## src/rtl/pipelined_add_sub_pkg.sv

```systemverilog
// Shared constants and helpers for the segmented pipelined adder/subtractor.
package pipelined_add_sub_pkg;

   localparam logic OP_ADD = 1'b0;
   localparam logic OP_SUB = 1'b1;

   function automatic int calc_stages(input int dw, input int sw);
      return dw / sw;
   endfunction

   function automatic logic [127:0] sat_pos(input int dw);
      return (128'd1 << (dw - 1)) - 128'd1;
   endfunction

   function automatic logic [127:0] sat_neg(input int dw);
      return 128'd1 << (dw - 1);
   endfunction

endpackage

```

## src/rtl/pipelined_add_sub_cla_segment.sv

```systemverilog
// Combinational lookahead adder for one segment, built from 4-bit P/G groups.
module cla_segment #(
   parameter int WIDTH = 4
) (
   input  logic [WIDTH-1:0] a,
   input  logic [WIDTH-1:0] b,
   input  logic             cin,
   output logic [WIDTH-1:0] sum,
   output logic             cout
);

   localparam int GROUPS = WIDTH / 4;

   logic [WIDTH-1:0] p;
   logic [WIDTH-1:0] g;
   logic [WIDTH-1:0] c;
   logic [3:0]       gp;
   logic [3:0]       gg;
   logic             grp_p;
   logic             grp_g;
   logic             cg;

   assign p = a ^ b;
   assign g = a & b;

   // Carries inside a group come straight from cg; only cg chains groups.
   always_comb begin
      c     = '0;
      gp    = '0;
      gg    = '0;
      grp_p = 1'b0;
      grp_g = 1'b0;
      cg    = cin;
      for (int j = 0; j < GROUPS; j++) begin
         gp = p[4*j +: 4];
         gg = g[4*j +: 4];
         c[4*j]   = cg;
         c[4*j+1] = gg[0] | (gp[0] & cg);
         c[4*j+2] = gg[1] | (gp[1] & gg[0])
                  | (gp[1] & gp[0] & cg);
         c[4*j+3] = gg[2] | (gp[2] & gg[1])
                  | (gp[2] & gp[1] & gg[0])
                  | (gp[2] & gp[1] & gp[0] & cg);
         grp_g = gg[3] | (gp[3] & gg[2])
               | (gp[3] & gp[2] & gg[1])
               | (gp[3] & gp[2] & gp[1] & gg[0]);
         grp_p = &gp;
         cg = grp_g | (grp_p & cg);
      end
   end

   assign sum  = p ^ c;
   assign cout = cg;

endmodule

```

## src/rtl/pipelined_add_sub.sv

```systemverilog
// Pipelined signed add/sub: one carry-lookahead segment per stage,
// carry registered between stages, optional saturation, valid/ready.
module pipelined_add_sub
   import pipelined_add_sub_pkg::*;
#(
   parameter int DATA_WIDTH = 16,
   parameter int SEG_WIDTH  = 4,
   parameter int TAG_WIDTH  = 4
) (
   input  logic                  clk,
   input  logic                  rst_n,
   input  logic                  in_valid,
   output logic                  in_ready,
   input  logic [DATA_WIDTH-1:0] in_a,
   input  logic [DATA_WIDTH-1:0] in_b,
   input  logic                  in_op,
   input  logic                  in_sat,
   input  logic [TAG_WIDTH-1:0]  in_tag,
   output logic                  out_valid,
   input  logic                  out_ready,
   output logic [DATA_WIDTH-1:0] out_result,
   output logic                  out_overflow,
   output logic                  out_carry,
   output logic [TAG_WIDTH-1:0]  out_tag
);

   localparam int STAGES = calc_stages(DATA_WIDTH, SEG_WIDTH);
   localparam logic [DATA_WIDTH-1:0] MAX_POS =
      DATA_WIDTH'(sat_pos(DATA_WIDTH));
   localparam logic [DATA_WIDTH-1:0] MAX_NEG =
      DATA_WIDTH'(sat_neg(DATA_WIDTH));

   typedef struct packed {
      logic                 valid;
      logic                 sat;
      logic [TAG_WIDTH-1:0] tag;
   } ctrl_t;

   typedef struct packed {
      logic [DATA_WIDTH-1:0] result;
      logic                  ovf;
      logic                  carry;
      logic [TAG_WIDTH-1:0]  tag;
   } res_t;

   logic                  stall;
   logic [DATA_WIDTH-1:0] beff;
   logic                  cin;
   ctrl_t                 in_ctl;
   res_t                  out_q;
   res_t                  out_d;
   logic                  out_vld_q;
   logic                  out_vld_d;

   assign stall    = out_vld_q & ~out_ready;
   assign in_ready = ~stall;

   always_comb begin
      beff = in_b;
      cin  = 1'b0;
      unique case (in_op)
         OP_ADD: begin
            beff = in_b;
            cin  = 1'b0;
         end
         OP_SUB: begin
            beff = ~in_b;
            cin  = 1'b1;
         end
      endcase
   end

   assign in_ctl = ctrl_t'{valid: in_valid,
                           sat:   in_sat,
                           tag:   in_tag};

   for (genvar k = 0; k < STAGES; k++) begin : g_stg
      localparam int REM  = DATA_WIDTH - k * SEG_WIDTH;
      localparam int DONE = (k + 1) * SEG_WIDTH;

      logic [REM-1:0]       src_a;
      logic [REM-1:0]       src_b;
      logic                 src_c;
      ctrl_t                src_ctl;
      logic [SEG_WIDTH-1:0] seg_s;
      logic                 seg_co;
      logic [DONE-1:0]      acc;

      if (k == 0) begin : g_head
         assign src_a   = in_a;
         assign src_b   = beff;
         assign src_c   = cin;
         assign src_ctl = in_ctl;
         assign acc     = seg_s;
      end else begin : g_tail
         assign src_a   = g_stg[k-1].g_mid.a_q;
         assign src_b   = g_stg[k-1].g_mid.b_q;
         assign src_c   = g_stg[k-1].g_mid.c_q;
         assign src_ctl = g_stg[k-1].g_mid.ctl_q;
         assign acc     = {seg_s, g_stg[k-1].g_mid.s_q};
      end

      cla_segment #(
         .WIDTH (SEG_WIDTH)
      ) u_cla (
         .a    (src_a[SEG_WIDTH-1:0]),
         .b    (src_b[SEG_WIDTH-1:0]),
         .cin  (src_c),
         .sum  (seg_s),
         .cout (seg_co)
      );

      if (k < STAGES - 1) begin : g_mid
         // Only the operand bits above this segment travel on.
         logic [REM-SEG_WIDTH-1:0] a_q;
         logic [REM-SEG_WIDTH-1:0] a_d;
         logic [REM-SEG_WIDTH-1:0] b_q;
         logic [REM-SEG_WIDTH-1:0] b_d;
         logic [DONE-1:0]          s_q;
         logic [DONE-1:0]          s_d;
         logic                     c_q;
         logic                     c_d;
         ctrl_t                    ctl_q;
         ctrl_t                    ctl_d;

         always_comb begin
            a_d   = a_q;
            b_d   = b_q;
            s_d   = s_q;
            c_d   = c_q;
            ctl_d = ctl_q;
            if (!stall) begin
               ctl_d.valid = src_ctl.valid;
               if (src_ctl.valid) begin
                  ctl_d = src_ctl;
                  a_d   = src_a[REM-1:SEG_WIDTH];
                  b_d   = src_b[REM-1:SEG_WIDTH];
                  s_d   = acc;
                  c_d   = seg_co;
               end
            end
         end

         always_ff @(posedge clk or negedge rst_n) begin
            if (!rst_n) begin
               a_q   <= '0;
               b_q   <= '0;
               s_q   <= '0;
               c_q   <= 1'b0;
               ctl_q <= '0;
            end else begin
               a_q   <= a_d;
               b_q   <= b_d;
               s_q   <= s_d;
               c_q   <= c_d;
               ctl_q <= ctl_d;
            end
         end
      end else begin : g_last
         logic sgn_a;
         logic ovf;

         assign sgn_a = src_a[REM-1];
         assign ovf   = (sgn_a == src_b[REM-1])
                      && (acc[DATA_WIDTH-1] != sgn_a);

         // Data only loads with a valid op so outputs keep the last result.
         always_comb begin
            out_d     = out_q;
            out_vld_d = out_vld_q;
            if (!stall) begin
               out_vld_d = src_ctl.valid;
               if (src_ctl.valid) begin
                  out_d.result = (src_ctl.sat && ovf)
                               ? (sgn_a ? MAX_NEG : MAX_POS)
                               : acc;
                  out_d.ovf    = ovf;
                  out_d.carry  = seg_co;
                  out_d.tag    = src_ctl.tag;
               end
            end
         end

         always_ff @(posedge clk or negedge rst_n) begin
            if (!rst_n) begin
               out_q     <= '0;
               out_vld_q <= 1'b0;
            end else begin
               out_q     <= out_d;
               out_vld_q <= out_vld_d;
            end
         end
      end
   end

   assign out_valid    = out_vld_q;
   assign out_result   = out_q.result;
   assign out_overflow = out_q.ovf;
   assign out_carry    = out_q.carry;
   assign out_tag      = out_q.tag;

endmodule

```

## config.mk

```make
export PLATFORM = sky130hd
export DESIGN_NAME = pipelined_add_sub
export DESIGN_NICKNAME = d
export VERILOG_FILES = /design/src/rtl/pipelined_add_sub_pkg.sv /design/src/rtl/pipelined_add_sub_cla_segment.sv /design/src/rtl/pipelined_add_sub.sv
export SDC_FILE = /design/constraint.sdc
export NUM_CORES = 1
export LEC_CHECK = 0
export CAP_MARGIN = 20
export CORE_AREA = 10 10 122 124
export CTS_BUF_LIST = sky130_fd_sc_hd__clkbuf_4 sky130_fd_sc_hd__clkbuf_8
export CTS_CLUSTER_DIAMETER = 150
export CTS_CLUSTER_SIZE = 40
export DETAILED_ROUTE_END_ITERATION = 10
export DIE_AREA = 0 0 132 134
export GPL_ROUTABILITY_DRIVEN = 0
export GPL_TIMING_DRIVEN = 0
export PLACE_DENSITY = 0.66
export SETUP_SLACK_MARGIN = 0.15
export SLEW_MARGIN = 20
export SYNTH_ARGS = -nofsm -noshare
export SYNTH_HDL_FRONTEND = slang
export SYNTH_HIERARCHICAL = 1
export SYNTH_SLANG_ARGS = --single-unit
```

## constraint.sdc

```tcl
create_clock -name clk -period 2.1 [get_ports clk]
set_input_delay 0.63 -clock clk [delete_from_list [all_inputs] [get_ports clk]]
set_output_delay 0.63 -clock clk [all_outputs]
set_load 0.005 [all_outputs]
```

# Word-level counts from Yosys, hierarchy flattened
# Cells that the tools add are included.
classes:
  reduce_logical: 10
  bitwise: 117
  n_eq_ne: 2
  n_mux: 7
ops:
  columns: ["op", "n"]
  rows:
  - ["$and 1x1->1", 61]
  - ["$or 1x1->1", 40]
  - ["$mux 16", 2]
  - ["$pmux 16 s2", 1]
  - ["$xor 4x4->4", 8]
  - ["$mux 6", 3]
  - ["$and 4x4->4", 4]
  - ["$not 16->16", 1]
  - ["$reduce_and 4->1", 4]
  - ["$reduce_and 2->1", 4]
  - ["$not 1->1", 3]
  - ["$logic_and 1x1->1", 2]
  - ["$pmux 1 s2", 1]
  - ["$eq 1x1->1", 1]
  - ["$ne 1x1->1", 1]
totals:
  output_inout_bits: 24
  word_cells: 162
  ff_bits: 116

# Depth between registers and ports, before layout
# Gate-level depths: netlist of the first run.
depth:
  word_depth: 10
  depth_mapped: 8
  ltp_nobuf: 7

# Modules after synthesis
# Netlist of the first run, hierarchy kept.
modules_own_cells:
  columns: ["module", "area_per_inst_um2", "n_inst", "cells_per_inst"]
  rows:
  - ["pipelined_add_sub", 4613.2, 1, 311]
  - ["cla_segment", 147.6, 4, 17]

# Worst setup path after synthesis of the first run
# OpenSTA, ideal clock, no wires.
synth_timing:
  kind: "input-to-reg"
  startpoint: "input port in_op"
  endpoint: "register g_stg[0].g_mid.c_q"
  setup_ns: 0.125
  slack_ns: -0.364
  required_time_ns: 1.975
  cell_stages: 8
  arrival_ns: 2.339
  cell_sequence: "buf_2 -> buf_2 -> xor2_1 -> ha_1 -> a21o_1 -> a31o_1 -> a21o_1 -> mux2_4"
synth_via:
  elab_cells_between_ends: 16
  classes_between: "mux (2); bitwise (13); reduce/logical (1)"
synth_lines:
  columns: ["element", "line", "source"]
  rows:
  - ["start, declared", "pipelined_add_sub.sv:16", "input logic in_op,"]
  - ["$not 1->1", "pipelined_add_sub.sv:61", "unique case (in_op)"]
  - ["$pmux 16 s2 *", "pipelined_add_sub.sv:61", null]
  - ["net beff[0]", "pipelined_add_sub.sv:47", "logic [DATA_WIDTH-1:0] beff;"]
  - ["$xor 4x4->4 or $and 4x4->4 (tied branches)", "pipelined_add_sub_cla_segment.sv:23, pipelined_add_sub_cla_segment.sv:24", null]
  - ["$reduce_and 4->1 or $and 1x1->1 (tied branches)", "pipelined_add_sub_cla_segment.sv:47, pipelined_add_sub_cla_segment.sv:46", null]
  - ["$and 1x1->1 or $or 1x1->1 (tied branches)", "pipelined_add_sub_cla_segment.sv:48, pipelined_add_sub_cla_segment.sv:46", null]
  - ["$or 1x1->1 *", "pipelined_add_sub_cla_segment.sv:48", "cg = grp_g | (grp_p & cg);"]
  - ["net g_stg[0].seg_co", "pipelined_add_sub.sv:86", "logic seg_co;"]
  - ["end signal, assigned", "pipelined_add_sub.sv:149", "c_q <= 1'b0;"]
  - ["end signal, assigned", "pipelined_add_sub.sv:155", "c_q <= c_d;"]
  - ["end, declared", "pipelined_add_sub.sv:121", "logic c_q;"]
# Mark *: on every way through the listed nets, which the timed path passes. The rest lies on a longest branch.
# A chain may end at the register's enable or synchronous reset.

# Worst setup path in the final report of the first run
layout_timing:
  startpoint: "register g_stg[2].g_mid.a_q[0]"
  endpoint: "register out_q, in the netlist out_result[14]"
layout_via:
  elab_chain_cells: 9
  elab_cells_between_ends: 17
  classes_between: "eq/ne (1); mux (1); bitwise (13); reduce/logical (2)"
layout_lines:
  columns: ["element", "line", "source"]
  rows:
  - ["start, declared", "pipelined_add_sub.sv:115", "logic [REM-SEG_WIDTH-1:0] a_q;"]
  - ["start signal, assigned", "pipelined_add_sub.sv:146", "a_q <= '0;"]
  - ["start signal, assigned", "pipelined_add_sub.sv:152", "a_q <= a_d;"]
  - ["$and 4x4->4 or $xor 4x4->4 (tied branches)", "pipelined_add_sub_cla_segment.sv:24, pipelined_add_sub_cla_segment.sv:23", null]
  - ["$and 1x1->1, on equally long branches", "pipelined_add_sub_cla_segment.sv:42, pipelined_add_sub_cla_segment.sv:43", null]
  - ["$or 1x1->1 or $and 1x1->1 (tied branches)", "pipelined_add_sub_cla_segment.sv:42, pipelined_add_sub_cla_segment.sv:43", null]
  - ["$or 1x1->1 *", "pipelined_add_sub_cla_segment.sv:43", "| (gp[2] & gp[1] & gp[0] & cg);"]
  - ["$xor 4x4->4 *", "pipelined_add_sub_cla_segment.sv:52", "assign sum = p ^ c;"]
  - ["net g_stg[3].seg_s[3]", "pipelined_add_sub.sv:85", "logic [SEG_WIDTH-1:0] seg_s;"]
  - ["$ne 1x1->1 *", "pipelined_add_sub.sv:165", "&& (acc[DATA_WIDTH-1] != sgn_a);"]
  - ["$logic_and 1x1->1 *", "pipelined_add_sub.sv:165", null]
  - ["$logic_and 1x1->1 *", "pipelined_add_sub.sv:174", "out_d.result = (src_ctl.sat && ovf)"]
  - ["$mux 16 *", "pipelined_add_sub.sv:175", "? (sgn_a ? MAX_NEG : MAX_POS)"]
  - ["end signal, assigned", "pipelined_add_sub.sv:189", "out_q <= out_d;"]
  - ["end, declared", "pipelined_add_sub.sv:50", "res_t out_q;"]
# Marked as above.

==> metrics.md, run 1 <==
| Metric | Value |
|---|---|
| Fin crit period | `2.08 ns` |
| Average size of a mapped cell | `around 14 um2` |
| Total CTS buffers | `17` |
| Layout Cells excl Fill | `between 600 and 700` |
| Count of antenna-violating nets left after detailed routing | `0` |
| Peak ir drop on the vdd network | `between 0.5 and 0.6 mV` |
| Net count reported at finish | `about 550` |
| Launch point of the critical path | `g_stg[2].g_mid.a_q[0]` |
| Critical Path Sink Type | `flip-flop` |
| Placement-stage cell area | `roughly 6200 um2` |
| Max frequency | `between 0.4 and 0.5 GHz` |
| Outcome | `complete, no violations` |
| Most instantiated cells after synthesis | `sky130_fd_sc_hd__dfrtp_1 (116), sky130_fd_sc_hd__mux2_2 (67), sky130_fd_sc_hd__a21oi_1 (31)` |
| Portion of the post-synthesis area used by sequential elements | `a little under three fifths` |
| RSZ-0062 raised after global routing | `true` |
| Number of iterations in the first detailed-routing pass | `6` |
| Critical register-to-register path endpoint | `out_result[14]` |
| Synthesized instance count | `between 300 and 400` |
| Grt total ovfl | `0` |
| Final critical-path share of the clock period | `between 90% and 100%` |
| Post-layout utilization of the core | `approximately 56%` |
| Synth unique cells | `30` |
| Number of antenna violations at the first check in global routing | `0` |
| Worst reg2reg startpoint | `g_stg[2].g_mid.a_q[0]` |
| Detail-routed via count per cell | `~4.8` |
| Sum of net half-perimeters after detailed placement | `7540 um` |
| Die ar. | `~18,000 um2` |
| Slew at the pin with the worst max-slew slack | `0.451 ns` |
| Via count of the first global-routing pass | `3,501` |
| Sum of internal, switching and leakage power | `between 10,000 and 15,000 uW` |
| Number of vias after detailed routing | `about 3,200` |
| Static power due to leakage | `approximately 0.0032 uW` |
| Max Clock Skew | `0.0116 ns` |
| Clock-pin slew on the worst setup and hold paths | `0.06 ns` |
| Clock sink count | `about 120` |
| Data arrival time of the worst path | `2.39 ns` |
| Setup crit start kind | `flip-flop` |
| Count of state elements after synthesis | `between 100 and 150` |
| Violation count after the first detailed-route iteration | `roughly 140` |
| Worst Setup Path Type | `flip-flop to flip-flop` |
| Layout overhead on the synthesized area | `34.4%` |
| Worst setup path endpoint | `out_result[14]` |
| Row Count | `between 40 and 50` |
| DR DRC count | `0` |
| R2R setup slack | `between 0.015 and 0.02 ns` |
| Number of maximum-capacitance violations | `0` |
| Power Dens Cells | `between 1500 and 2000 nW/um2` |
| Worst-case setup slack after placement | `-0.950 ns` |
| Number of flops mapped to enable cells by yosys | `0` |
| Pin count of the biggest net entering global routing | `between 70 and 80` |
| Antenna cell count | `0` |
| Max Root-Sink Buffers | `2` |
| Clk Tree Root Cell | `sky130_fd_sc_hd__clkbuf_8` |
| Overall die width | `132 um` |
| Fraction of final layout cells with drive strength greater than 1 | `37.3%` |
| Multi-input logic area | `2290 um2` |
| Hold bufs inserted after CTS | `0` |
| WP data required | `between 2 and 2.5 ns` |
| First-pass GRT wire length | `about 18,000 um` |
| Die extent in y | `around 130 um` |
| Post-Place Cells | `about 620` |
| Main area contributors after synthesis | `sky130_fd_sc_hd__dfrtp_1 (56%), sky130_fd_sc_hd__mux2_2 (14%), sky130_fd_sc_hd__mux2_4 (4.6%)` |
| Worst Reg-to-Reg Cells | `8` |
| CTS tree | `done` |
| Standard cell core area | `12,500 um2` |
| Starting utilization of the core area | `between 40% and 50%` |
| Final worst slack | `0.0155 ns` |
| Tightest Hold Check Type | `input pin to async pin` |
| Setup violators final | `0` |
| Register cell area after layout | `just under 3000 um2` |
| Post-synth top area share | `~56%` |
| Area of the mapped netlist | `roughly 5200 um2` |
| IO buf count | `65` |
| Ys flop type | `sky130_fd_sc_hd__dfrtp_1` |
| Number of fillers in the final layout | `between 1,000 and 1,500` |
| Most numerous cell in the Yosys netlist | `sky130_fd_sc_hd__dfrtp_1` |
| Number of warning messages in the yosys log | `6` |
| Hold Fails Final Rpt | `0` |
| Wire length reported by the detailed router | `about 11,000 um` |
| Clock latency at the later pin of the worst-skew pair | `around 0.43 ns` |
| Cell type contributing the most total cell area after synthesis | `sky130_fd_sc_hd__dfrtp_1` |
| Global-route usage over all layers | `around 13%` |
| Maximum fanout count along the critical path | `6` |
| Average detailed-routed wire length per instance | `about 16 um` |
| H-Tree Depth | `4` |
| Number of max-slew violations in the final report | `0` |
| Top Ports | `66` |
| Async S/R FF share, synth | `100%` |
| Final instance area | `~7000 um2` |
| Max transition margin | `70.0%` |
| Number of nets in the synthesized netlist | `roughly 440` |
-- cell families (layout without fill, tap and decap cells) --
kind of cell / Yosys count / count (layout) / share of synthesized area [%]
DFF: 116 / 116 / 55.8
muxes: 83 / 83 / 19.1
AOI/OAI and AO/OA: 67 / 67 / 8.54
buffers and inverters: 36 / 156 / 3.58
and+or+nand+nor: 29 / 29 / 2.89
xor gates and xnor gates: 28 / 28 / 4.71
adders and majority gates: 20 / 20 / 5.39
-- metal layers --
| metal | track usage, % | routed length [um] |
|---|---|---|
| met5 | 0 | 0 |
| met3 | 3.96 | 388 |
| met1 | 16.2 | 4930 |
| met2 | 19.5 | 5070 |
| met4 | 5.32 | 148 |
-- flip-flops by register name, indices dropped and copies added (netlist names) --
name	cells
out_carry	1
g_stg.g_mid.ctl_q	18
out_result	16
out_valid	1
out_overflow	1
out_tag	4
g_stg.g_mid.s_q	24
g_stg.g_mid.b_q	24
g_stg.g_mid.c_q	3
g_stg.g_mid.a_q	24
-- worst min-delay path by stage --
stage / end
6_report: g_stg[0].g_mid.a_q[5]
5_1_grt: g_stg[0].g_mid.a_q[5]
4_1_cts: g_stg[0].g_mid.b_q[1]
3_5_place_dp: g_stg[0].g_mid.ctl_q[5]
3_3_place_gp: g_stg[0].g_mid.ctl_q[5]
2_1_floorplan: g_stg[0].g_mid.a_q[0]
-- what timing repair did --
item / in CTS / in global routing
cloned: 1 / 0
setup endpoints to repair: 39 / 28
gates resized for setup: 51 / 21
setup buffers: 14 / 7
pin swaps: 9 / 4
-- area by class of cell --
class	instances	area share (%)
Sequential cell	116	41.5
Buffer	18	2.56
Clock buffer	24	4.45
Clock inverter	8	2.09
Timing Repair Buffer	88	12.4
Multi-Input combinational cell	227	32.8
Tap cell	172	3.08
Inverter	18	1.14
-- critical path: stages, from the launching register on --
cell and delay, ns:
sky130_fd_sc_hd__dfrtp_1 0.39, sky130_fd_sc_hd__ha_1 0.30, sky130_fd_sc_hd__a21o_1 0.18, sky130_fd_sc_hd__a31o_4 0.25, sky130_fd_sc_hd__xor2_4 0.20, sky130_fd_sc_hd__nor4bb_4 0.17, sky130_fd_sc_hd__nor3_4 0.24, sky130_fd_sc_hd__buf_6 0.18
sky130_fd_sc_hd__a2bb2oi_2 0.05
-- per-stage QoR --
step,setup TNS (ns),hold WS [ns]
after floorplan,-0.215,0.334
after global placement,-466.61,0.460
after detailed placement,-20.27,0.470
after CTS,0,0.123
after global routing,-1.01,0.134
final,0,0.133
-- power by group --
group / total [uW] / switching (uW) / internal (uW) / leakage (uW)
clock: 2310 / 849 / 1460 / 0.000233
sequential: 3920 / 645 / 3280 / 0.00133
combinational: 4820 / 1980 / 2840 / 0.00163
total: 11000 / 3480 / 7570 / 0.00319
-- placed cells by master, fill, tap and decap left out, types with 15 or more instances in the layout --
cell                                n
sky130_fd_sc_hd__ha_1              15
sky130_fd_sc_hd__buf_4             20
sky130_fd_sc_hd__a21oi_1           30
sky130_fd_sc_hd__clkdlybuf4s50_1   38
sky130_fd_sc_hd__xnor2_1           20
sky130_fd_sc_hd__mux2_4            16
sky130_fd_sc_hd__nand2_1           19
sky130_fd_sc_hd__dfrtp_1          116
sky130_fd_sc_hd__clkbuf_8          21
sky130_fd_sc_hd__mux2_2            67
sky130_fd_sc_hd__dlygate4sd2_1     15
sky130_fd_sc_hd__a2bb2oi_2         15
sky130_fd_sc_hd__inv_1             17
No activity file was read; power rests on OpenSTA's default activity.
==> run 2, diff against run 1 <==
--- a/config.mk
+++ b/config.mk
@@ -15,6 +15,7 @@
 export GPL_ROUTABILITY_DRIVEN = 0
 export GPL_TIMING_DRIVEN = 0
 export PLACE_DENSITY = 0.66
+export REMOVE_ABC_BUFFERS = 1
 export SETUP_SLACK_MARGIN = 0.15
 export SLEW_MARGIN = 20
 export SYNTH_ARGS = -nofsm -noshare
==> run 2 against run 1 <==
Compared with the run above: core utilization down 2.2 points; clock skew down 0.0035 ns; flip-flop and latch count unchanged; cell count down 3.0%; power down 4.3%; critical path depth up 1; first-iteration DRC count up 15%; global-route usage up 0.25 points; setup slack better by 0.019 ns; register-to-register slack better by 0.02 ns; routed wire length up 2.8%; combinational power up 1%; critical endpoint is now out_result[8].
==> metrics.md, run 2 (synthesis results as in run 1) <==
| Metric | Value |
|---|---|
| Fin crit period | `a little over 2 ns` |
| Worst Reg-to-Reg Cells | `9` |
| Detail Route met2 WL | `between 5000 and 6000 um` |
| DR DRC count | `0` |
| Antenna cell count | `0` |
| R2R setup slack | `approximately 0.034 ns` |
| RSZ-0062 raised after global routing | `true` |
| Average detailed-routed wire length per instance | `16.6 um` |
| Commonest non-fill, non-tap cell in the layout | `sky130_fd_sc_hd__dfrtp_1` |
| Peak ir drop on the vdd network | `around 0.57 mV` |
| Clock latency at the later pin of the worst-skew pair | `about 0.43 ns` |
| Setup crit start kind | `flip-flop` |
| DR top layer | `met4` |
| Switching share of power | `32.8%` |
| Sum of net half-perimeters after detailed placement | `about 6800 um` |
| Critical register-to-register path endpoint | `out_result[8]` |
| Clk Tree Root Cell | `sky130_fd_sc_hd__clkbuf_8` |
| Launch point of the critical path | `g_stg[2].g_mid.a_q[0]` |
| Final instance area | `between 6000 and 7000 um2` |
| Final worst slack | `0.0341 ns` |
| Slew at the pin with the worst max-slew slack | `roughly 0.69 ns` |
| Max Clock Skew | `between 0.008 and 0.009 ns` |
| Clock-pin slew on the worst setup and hold paths | `0.06 ns` |
| Number of max-slew violations in the final report | `0` |
| Cell class contributing the biggest share of worst-path delay | `compound AO/OA/AOI/OAI gates` |
| Layout overhead on the synthesized area | `29.1%` |
| Overall die width | `approximately 130 um` |
| Number of vias after detailed routing | `3,171` |
| Multi-input logic area | `approximately 2300 um2` |
| CP Cell Sequence | `ha_1 -> a21o_1 -> a31o_1 -> xor2_2 -> buf_4 -> nand4b_1 -> buf_6 -> nand2_1 -> a2bb2oi_2` |
| Starting utilization of the core area | `41.7%` |
| Number of fillers in the final layout | `between 1,000 and 1,500` |
| Max frequency | `just under 0.5 GHz` |
| Total CTS buffers | `17` |
| Global-route usage over all layers | `between 10% and 20%` |
| Via count of the first global-routing pass | `approximately 3,500` |
| Fraction of final layout cells with drive strength greater than 1 | `35.7%` |
| Max Root-Sink Buffers | `2` |
| Register cell area after layout | `about 2900 um2` |
| Count of antenna-violating nets left after detailed routing | `0` |
| Number of iterations in the first detailed-routing pass | `4` |
| Worst-case setup slack after placement | `-1.27 ns` |
| Combinational group share of total power | `a little under half` |
| Met3 wirelength from detailed routing | `388 um` |
| Count of buffer and inverter cells on the critical path | `2` |
| H-Tree Depth | `4` |
| Worst Setup Path Type | `flip-flop to flip-flop` |
| Setup violators final | `0` |
| Row Count | `41` |
| Stages on worst setup path | `9` |
| Die extent in y | `~130 um` |
| Number of maximum-capacitance violations | `0` |
| First-pass GRT wire length | `roughly 18,000 um` |
| Reg power frac | `a little under two fifths` |
| Net switching component of the power | `3470 uW` |
| Standard cell core area | `around 12,000 um2` |
| Worst hold margin | `between 0.15 and 0.2 ns` |
| Tightest Hold Check Type | `input pin to async pin` |
| Power Dens Cells | `roughly 1600 nW/um2` |
| Wire length reported by the detailed router | `between 10,000 and 15,000 um` |
| Static power due to leakage | `just over 0.003 uW` |
| WP data required | `2.42 ns` |
| Placement-stage cell area | `6030 um2` |
| Top flop regs | `g_stg.g_mid.a_q x24, g_stg.g_mid.b_q x24, g_stg.g_mid.s_q x24` |
| Violation count after the first detailed-route iteration | `159` |
| CTS tree | `done` |
| Worst reg2reg startpoint | `g_stg[2].g_mid.a_q[0]` |
| Die ar. | `~18,000 um2` |
| Sum of internal, switching and leakage power | `~11,000 uW` |
| Delay of the slowest cell on the worst path | `just under 0.4 ns` |
| Setup TNS after final layout | `0 ns` |
| Number of antenna violations at the first check in global routing | `0` |
| Outcome | `complete, no violations` |
| Worst setup path endpoint | `out_result[8]` |
| Detail-routed via count per cell | `slightly below 5` |
| IO buf count | `between 60 and 70` |
| Hold Fails Final Rpt | `0` |
| Critical Path Sink Type | `flip-flop` |
| Clock sink count | `116` |
| Net count reported at finish | `around 530` |
| Pin count of the biggest net entering global routing | `60` |
| Commonest non-fill, non-tap cells in the layout | `sky130_fd_sc_hd__dfrtp_1 (116), sky130_fd_sc_hd__mux2_2 (67), sky130_fd_sc_hd__clkdlybuf4s50_1 (34), sky130_fd_sc_hd__a21oi_1 (30), sky130_fd_sc_hd__clkbuf_8 (21)` |
| Data arrival time of the worst path | `about 2.4 ns` |
| Post-route met1 wirelength | `a little under 5000 um` |
| Max transition margin | `between 50% and 60%` |
| Final critical-path share of the clock period | `98.4%` |
| Maximum fanout count along the critical path | `9` |
| Master of the slowest instance on the critical path | `sky130_fd_sc_hd__dfrtp_1` |
| Share of total power in the clock network | `~17%` |
| Top Ports | `between 60 and 70` |
| Grt total ovfl | `0` |
| Internal Power | `roughly 7100 uW` |
run 2: cell types whose count changed in the layout (fill, tap and decap cells not counted), sizes merged:
cell	change
clkbuf	-1
clkdlybuf4s15	-1
inv	+1
and2	+1
dlygate4sd2	+5
buf	-17
clkinvlp	-1
clkdlybuf4s50	-4
bufinv	-4
clkinv	+1
run 2: worst min-delay path by stage:
| stage | startpoint | end | cells after the start |
|---|---|---|---|
| floorplan | rst_n | g_stg[0].g_mid.a_q[0] | 0 |
| global placement | g_stg[0].g_mid.ctl_q[5] | g_stg[0].g_mid.ctl_q[5] | 1 |
| detailed placement | g_stg[1].g_mid.ctl_q[5] | g_stg[1].g_mid.ctl_q[5] | 2 |
| CTS | rst_n | g_stg[0].g_mid.a_q[8] | 1 |
| global route | rst_n | g_stg[0].g_mid.a_q[8] | 1 |
| finish | rst_n | g_stg[0].g_mid.a_q[8] | 1 |
run 2: layout make-up:
class / instances / share of cell area (%)
flip-flops and latches: 116 / 43.2
clock inverters: 5 / 0.373
inverters: 18 / 1.12
repair buffers: 86 / 12.8
well taps: 172 / 3.20
clock buffers: 26 / 4.86
multi-input cells: 228 / 34.4
run 2: metal layers:
metal / track usage (%) / up-vias
li1: - / 1503
met1: 14.7 / 1603
met2: 22.1 / 54
met3: 4.41 / 11
met4: 4.70 / 0
met5: 0 / -
run 2: worst register-to-register path, stage by stage (launching register included):
cell and delay [ns]:
sky130_fd_sc_hd__dfrtp_1 0.39, sky130_fd_sc_hd__ha_1 0.27, sky130_fd_sc_hd__a21o_1 0.18, sky130_fd_sc_hd__a31o_1 0.23, sky130_fd_sc_hd__xor2_2 0.18, sky130_fd_sc_hd__buf_4 0.15, sky130_fd_sc_hd__nand4b_1 0.23, sky130_fd_sc_hd__buf_6 0.20
sky130_fd_sc_hd__nand2_1 0.09, sky130_fd_sc_hd__a2bb2oi_2 0.05
run 2: timing repair:
item                                    in CTS  in global routing
hold buffers                                 0                  0
gates resized for setup                     60                 19
setup buffers                               13                  4
endpoints found under the setup margin     121                 30
pin swaps                                   18                  5
cloned                                       1                  0
run 2: power by group through the flow:
stage          Clock (uW)  Combinational (uW)  Sequential [uW]
2_1_floorplan           0                2850             3740
3_3_place_gp            0                3920             3850
3_5_place_dp            0                4120             3890
4_1_cts              1860                4730             3900
5_1_grt              1970                5360             4050
6_report             1810                4870             3900
run 2: per-stage QoR:
step                      utilization (%)  cells
after global routing                 53.9    651
after global placement               47.8    598
after floorplan                         -    361
after detailed placement             48.4    602
final                                53.9    651
after CTS                            53.1    647
